### src/rtl/demux2_pkg.sv
// ----------------------------------------------------------------------------
// demux2_pkg
// Shared definitions for the demux2 routing slice: default data width, the
// buffered route entry layout {dst, data}, port identifiers and a small helper
// that looks up a port's enable bit.
// ----------------------------------------------------------------------------
package demux2_pkg;

    localparam int DATA_SIZE = 32;

    localparam logic PORT0 = 1'b0;
    localparam logic PORT1 = 1'b1;

    // Entry as stored in the input buffer; dst sits above the data so the
    // packed form matches {in_dst, in_data}.
    typedef struct packed {
        logic                 dst;
        logic [DATA_SIZE-1:0] data;
    } route_entry_t;

    function automatic logic port_enabled(input logic [1:0] en, input logic dst);
        return en[dst];
    endfunction

endpackage

### src/rtl/route_fifo.sv
// ----------------------------------------------------------------------------
// route_fifo
// Synchronous FIFO holding tagged route entries for demux2_route_ctrl.
// The head entry is presented combinationally on o_rdata.
// Ports:
//   clk, rst_n   clock / async active-low reset
//   i_push       write i_wdata at the tail (caller guarantees not full unless popping)
//   i_pop        retire the head entry (caller guarantees not empty)
//   i_wdata      entry to write
//   o_rdata      current head entry
//   o_full       count == DEPTH
//   o_empty      count == 0
//   o_count      number of buffered entries
// ----------------------------------------------------------------------------
module route_fifo #(
    parameter int WIDTH = 33,
    parameter int DEPTH = 4
) (
    input  logic                     clk,
    input  logic                     rst_n,
    input  logic                     i_push,
    input  logic                     i_pop,
    input  logic [WIDTH-1:0]         i_wdata,
    output logic [WIDTH-1:0]         o_rdata,
    output logic                     o_full,
    output logic                     o_empty,
    output logic [$clog2(DEPTH):0]   o_count
);

    localparam int AW = $clog2(DEPTH);

    logic [WIDTH-1:0] r_mem [DEPTH];
    logic [AW-1:0]    r_wptr;
    logic [AW-1:0]    r_rptr;
    logic [AW:0]      r_count;

    // Storage carries no reset; only the pointers and count define validity.
    always_ff @(posedge clk) begin
        if (i_push) begin
            r_mem[r_wptr] <= i_wdata;
        end
    end

    // Pointers wrap naturally because DEPTH is a power of two; the count is
    // one bit wider so full and empty are distinguishable.
    always_ff @(posedge clk or negedge rst_n) begin
        if (!rst_n) begin
            r_wptr  <= '0;
            r_rptr  <= '0;
            r_count <= '0;
        end else begin
            if (i_push) begin
                r_wptr <= r_wptr + 1'b1;
            end
            if (i_pop) begin
                r_rptr <= r_rptr + 1'b1;
            end
            case ({i_push, i_pop})
                2'b10:   r_count <= r_count + 1'b1;
                2'b01:   r_count <= r_count - 1'b1;
                default: r_count <= r_count;
            endcase
        end
    end

    assign o_rdata = r_mem[r_rptr];
    assign o_full  = (r_count == (AW+1)'(DEPTH));
    assign o_empty = (r_count == '0);
    assign o_count = r_count;

endmodule

### src/rtl/demux2_route_ctrl.sv
// ----------------------------------------------------------------------------
// demux2_route_ctrl
// Buffers tagged words from a single producer and steers each, in arrival
// order, to consumer port 0 or 1 by driving the external demux2 select/data and
// one port valid at a time. Words whose destination port is disabled are
// dropped and counted in a saturating counter.
// Ports:
//   clk, rst_n            clock / async active-low reset
//   i_in_valid/o_in_ready producer handshake; i_in_data + i_in_dst form the word
//   i_port_en             per-port enable, evaluated against the current head
//   o_demux_sel/o_demux_din  drive demux2 sel/din
//   o_out0_valid/i_out0_ready, o_out1_valid/i_out1_ready  consumer handshakes
//   o_drop_cnt            saturating count of dropped words
//   o_busy                buffer non-empty
// ----------------------------------------------------------------------------
module demux2_route_ctrl
    import demux2_pkg::*;
#(
    parameter int data_size  = DATA_SIZE,
    parameter int fifo_depth = 4,
    parameter int cnt_width  = 8
) (
    input  logic                 clk,
    input  logic                 rst_n,
    input  logic                 i_in_valid,
    output logic                 o_in_ready,
    input  logic [data_size-1:0] i_in_data,
    input  logic                 i_in_dst,
    input  logic [1:0]           i_port_en,
    output logic                 o_demux_sel,
    output logic [data_size-1:0] o_demux_din,
    output logic                 o_out0_valid,
    input  logic                 i_out0_ready,
    output logic                 o_out1_valid,
    input  logic                 i_out1_ready,
    output logic [cnt_width-1:0] o_drop_cnt,
    output logic                 o_busy
);

    localparam int AW = $clog2(fifo_depth);

    logic [data_size:0]   w_head;
    logic                 w_head_dst;
    logic [data_size-1:0] w_head_data;
    logic                 w_full;
    logic                 w_empty;
    logic [AW:0]          w_count;
    logic                 w_head_en;
    logic                 w_push;
    logic                 w_pop;
    logic                 w_deliver;
    logic                 w_drop;
    logic                 r_last_sel;
    logic [cnt_width-1:0] r_drop_cnt;

    route_fifo #(
        .WIDTH (data_size + 1),
        .DEPTH (fifo_depth)
    ) u_fifo (
        .clk     (clk),
        .rst_n   (rst_n),
        .i_push  (w_push),
        .i_pop   (w_pop),
        .i_wdata ({i_in_dst, i_in_data}),
        .o_rdata (w_head),
        .o_full  (w_full),
        .o_empty (w_empty),
        .o_count (w_count)
    );

    assign w_head_dst  = w_head[data_size];
    assign w_head_data = w_head[data_size-1:0];
    assign w_head_en   = port_enabled(i_port_en, w_head_dst);

    // Only the head is ever offered, so at most one valid can be high and a
    // blocked head holds back everything behind it.
    assign o_out0_valid = !w_empty && (w_head_dst == PORT0) && w_head_en;
    assign o_out1_valid = !w_empty && (w_head_dst == PORT1) && w_head_en;

    assign w_deliver = (o_out0_valid && i_out0_ready) || (o_out1_valid && i_out1_ready);
    assign w_drop    = !w_empty && !w_head_en;
    assign w_pop     = w_deliver || w_drop;

    // A retiring head frees a slot in the same cycle, so a full buffer can
    // still accept when it is also popping.
    assign o_in_ready = !w_full || w_pop;
    assign w_push     = i_in_valid && o_in_ready;

    assign o_demux_sel = w_empty ? r_last_sel : w_head_dst;
    assign o_demux_din = w_empty ? '0 : w_head_data;
    assign o_busy      = (w_count != '0);
    assign o_drop_cnt  = r_drop_cnt;

    // Remember the last head destination so the demux select stays put while
    // the buffer is empty, and count drops without wrapping.
    always_ff @(posedge clk or negedge rst_n) begin
        if (!rst_n) begin
            r_last_sel <= PORT0;
            r_drop_cnt <= '0;
        end else begin
            if (!w_empty) begin
                r_last_sel <= w_head_dst;
            end
            if (w_drop && (r_drop_cnt != '1)) begin
                r_drop_cnt <= r_drop_cnt + 1'b1;
            end
        end
    end

endmodule

### config.mk
export PLATFORM = sky130hd
export DESIGN_NAME = demux2_route_ctrl
export DESIGN_NICKNAME = d
export VERILOG_FILES = /design/src/rtl/demux2_pkg.sv /design/src/rtl/route_fifo.sv /design/src/rtl/demux2_route_ctrl.sv
export SDC_FILE = /design/constraint.sdc
export NUM_CORES = 1
export LEC_CHECK = 0
export BUFFER_PORTS_ARGS = -buffer_cell sky130_fd_sc_hd__clkbuf_2
export CAP_MARGIN = 30
export CELL_PAD_IN_SITES_DETAIL_PLACEMENT = 2
export CELL_PAD_IN_SITES_GLOBAL_PLACEMENT = 2
export CORE_MARGIN = 2
export CORE_UTILIZATION = 35
export CTS_BUF_LIST = sky130_fd_sc_hd__clkbuf_8 sky130_fd_sc_hd__clkbuf_16
export CTS_CLUSTER_DIAMETER = 150
export CTS_CLUSTER_SIZE = 12
export DETAILED_ROUTE_END_ITERATION = 8
export GPL_ROUTABILITY_DRIVEN = 0
export PLACE_DENSITY = 0.71
export SLEW_MARGIN = 20
export SYNTH_ARGS = -nofsm -noshare
export SYNTH_HDL_FRONTEND = slang
export SYNTH_HIERARCHICAL = 1
export SYNTH_SLANG_ARGS = --single-unit
### constraint.sdc
create_clock -name clk -period 4.9 [get_ports clk]
set_input_delay 0.735 -clock clk [delete_from_list [all_inputs] [get_ports clk]]
set_output_delay 0.735 -clock clk [all_outputs]
set_load 0.005 [all_outputs]
==> results list <==
- Relative to the synthesized area, the layout overhead comes to 20.9%.
- The routed design has 12600 µm of wire.
* Cell area after technology mapping: 5950 µm²
- The tool flagged a number of max-cap violations equal to 0.
* Sequential area share after synthesis: 73.4%
- Max Fanout on Critical Path: 8
- In this run the standard cell core region covers 16600 µm².
- Clock latency on the worst-skew pair: 430 ps
* Clock-pin transition on the worst setup and hold timing paths: 60 ps
* DRC: 0
* Mean number of vias per cell: 4.81
- Wire segments on met2 add up to 6410 µm in the final route.
* Routed length per placed instance: 20.2 µm
* DIE WIDTH: 134 µm
* IO Pins: 85
- In the finished design, the share of the clock period the worst path needs comes to 64.5%.
* Count of antenna-violating nets left after detailed routing: 0
* Unrepaired setup endpoints after global routing: no
* CP Capture Type: register
- Buffers inserted during post-CTS setup optimization: 0
* Total of cells resized after clock tree synthesis: 0
- Run status: finished, final reports clean
* Most instantiated flip-flop cell in the synthesis netlist: sky130_fd_sc_hd__edfxtp_1
* Endpoint arrival time on the critical path: 3510 ps
- Antenna cells: 0
- Number of clock sinks: 148
- Synthesis instantiated 37 different standard cells from the library.
- Summed over all layers, the global routing overflow is 0.
- First-pass GRT wire length: 19900 µm
* Pre-Repair DR Iteration Count: 4
- Number of nets at the end of the flow: 437
- The critical path is of the reg -> reg type.
- Synthesis handed over a netlist of 292 instances.
- Vias after detailed routing: 2998
- Summed over all nets, the half-perimeter wirelength after detailed placement is 8020 µm.
- Non-filler cells, final: 623
* Hold buffer count at cts: 0
- Die area: 18100 µm²
- In this run the number of H-tree levels came out at 4.
- In this run the core area contains 47 standard-cell rows.
- Cells after DPL: 588
* Time the final worst path needs with I/O delays and setup: 3160 ps
- After synthesis the netlist holds a flip-flop and latch count of 148.
- Synthesis produced a netlist with a net count of 339.
- Amount of wire on met3 after detailed routing: 515 µm
- For the worst setup path, the data required time is 5250 ps.
* Path category of the worst min-delay check: in -> async
- The max-slew violation count came to 0.
- Most used cells in the layout excluding fill and tap cells: sky130_fd_sc_hd__edfxtp_1 (132), sky130_fd_sc_hd__clkbuf_2 (84), sky130_fd_sc_hd__nor2b_1 (32)
* Static leakage power: 0.00263 µW
- For this configuration, the core starts out at a cell density of 35.9%.
- The first routing iteration left 173 violations.
* Maximum number of pins on one net before global-route repair: 35
- The worst pin sits at a relative slew slack of 37.7%.
- Buffers inserted during clock tree synthesis total 17.
* Proportion of layout cells with a drive suffix above 1: 40.4%
- Yosys mapped a number of flops with a built-in enable equal to 132.
* Bufs on Longest Clock Path: 2
- Overall routing resource usage: 15.2%
- At the pin with the least slew margin, the transition time is 934 ps.
- Setup violators final: 0
- For this run, the number of Yosys warnings is 6.
- Number of antenna violations at the first check in global routing: 0
- TritonCTS clock tree: done
- In the final timing run, aggregate negative setup slack is 0 ps.
- Uppermost routed layer: met4
- Hold Violations, Final: 0
- The die is 134 µm tall.
- Mapped Avg Cell Area: 20.4 µm²
* Fill count: 1593
- The clock arrives with 10.1 ps of skew.
- For this design the ratio of total power to cell area is 628 nW/µm².
* CTS root buffer: sky130_fd_sc_hd__clkbuf_16
- Input and output buffers added on the ports amount to 84.
* Max Freq: 317 MHz
- Async set-or-reset flop fraction in the synthesized netlist: 10.8%
* Met1 layer wirelength in the final routing: 5460 µm
- The via count of the first global-routing pass came to 3453.
- VDD sags by at most 258 µV.
* Most common cell after layout, fill and taps aside: sky130_fd_sc_hd__edfxtp_1
- STA classifies the critical path startpoint as a register.
-- registers in the layout, indices dropped and copies added (netlist names) --
| signal | count |
|---|---|
| u_fifo/r_rptr | 2 |
| o_drop_cnt | 8 |
| u_fifo/r_mem | 132 |
| u_fifo/o_count | 3 |
| r_last_sel | 1 |
| u_fifo/r_wptr | 2 |
-- logic make-up after synthesis --
kind of cell    synth area share [%]
flops                           73.4
simple gates                    7.28
mux                             13.6
buf+inv                         2.17
xor+xnor                        1.62
fa+ha+maj                       1.60
compound gates                 0.358
-- cells in the mapped netlist (3+ instances only) --
cell / number / area share (%)
sky130_fd_sc_hd__nor2_1: 4 / 0.25
sky130_fd_sc_hd__clkbuf_1: 4 / 0.25
sky130_fd_sc_hd__ha_1: 6 / 1.3
sky130_fd_sc_hd__xor2_1: 9 / 1.3
sky130_fd_sc_hd__nor3_1: 4 / 0.34
sky130_fd_sc_hd__mux4_2: 28 / 11
sky130_fd_sc_hd__mux4_1: 5 / 2.2
sky130_fd_sc_hd__nor2b_1: 32 / 3.4
sky130_fd_sc_hd__buf_2: 4 / 0.34
sky130_fd_sc_hd__inv_1: 6 / 0.38
sky130_fd_sc_hd__dfrtp_1: 16 / 6.7
sky130_fd_sc_hd__edfxtp_1: 132 / 67
sky130_fd_sc_hd__nand2_1: 6 / 0.38
sky130_fd_sc_hd__nand3_1: 4 / 0.34
sky130_fd_sc_hd__buf_12: 3 / 1.0
sky130_fd_sc_hd__and2_1: 5 / 0.53
-- final timing paths --
| path | depth (start not counted) | endpoint | startpoint | slack [ps] |
|---|---|---|---|---|
| max in group asynchronous | 1 | u_fifo/r_rptr[0]$_DFFE_PN0P_ | rst_n | 4330 |
| worst max register to register | 12 | u_fifo/o_count[2]$_DFFE_PN0P_ | u_fifo/r_rptr[0]$_DFFE_PN0P_ | 1740 |
| worst min-delay path | 1 | o_drop_cnt[5]$_DFFE_PN0P_ | rst_n | 240 |
| worst min register to register | 1 | r_last_sel$_DFF_PN0_ | r_last_sel$_DFF_PN0_ | 520 |
| min in group clk | 1 | r_last_sel$_DFF_PN0_ | r_last_sel$_DFF_PN0_ | 520 |
| worst max-delay path | 12 | u_fifo/o_count[2]$_DFFE_PN0P_ | u_fifo/r_rptr[0]$_DFFE_PN0P_ | 1740 |
-- power breakdown --
part           switching (µW)  internal, µW  total, µW
Combinational             771           734       1500
Clock                     502           691       1190
Sequential                127          1690       1820
Total                    1400          3120       4520
-- cell type report --
cell class	instances	area, µm²	share of cell area, %
clock inverter	15	118	1.64
sequential	148	4370	60.7
timing repair buffer	91	518	7.20
multi-input combinational	126	1470	20.4
clock buffer	17	425	5.92
tap	220	275	3.83
inverter	6	22.5	0.313
-- per-layer routing --
layer	vias to the layer above	global-route usage [%]
met1	1557	19.1
li1	1347	-
met5	-	0
met2	80	25.3
met3	14	3.85
met4	0	6.32
-- per-stage QoR --
| step | setup slack [ps] | utilization, % | hold slack, ps | total power (µW) | cell area, µm² |
|---|---|---|---|---|---|
| 2_1_floorplan | 1910 | - | 439 | 2810 | 5950 |
| 3_3_place_gp | 1920 | 39.7 | 504 | 3300 | 6580 |
| 3_5_place_dp | 1830 | 39.7 | 510 | 3360 | 6580 |
| 4_1_cts | 1770 | 43.0 | 248 | 4570 | 7120 |
| 5_1_grt | 1500 | 43.4 | 259 | 4800 | 7190 |
| 6_report | 1740 | 43.4 | 242 | 4520 | 7190 |
-- critical path, cell delays in order (launching register included) --
cell and delay [ps]:
sky130_fd_sc_hd__dfrtp_2 360, sky130_fd_sc_hd__mux4_1 610, sky130_fd_sc_hd__or2b_4 310, sky130_fd_sc_hd__o22ai_1 270, sky130_fd_sc_hd__o21ai_1 110, sky130_fd_sc_hd__and2_1 260
sky130_fd_sc_hd__inv_1 110, sky130_fd_sc_hd__ha_1 190, sky130_fd_sc_hd__inv_1 60, sky130_fd_sc_hd__fa_1 380, sky130_fd_sc_hd__xor2_1 150, sky130_fd_sc_hd__nor2_1 110
sky130_fd_sc_hd__xor2_1 150
(Power assumes the default switching activity.)
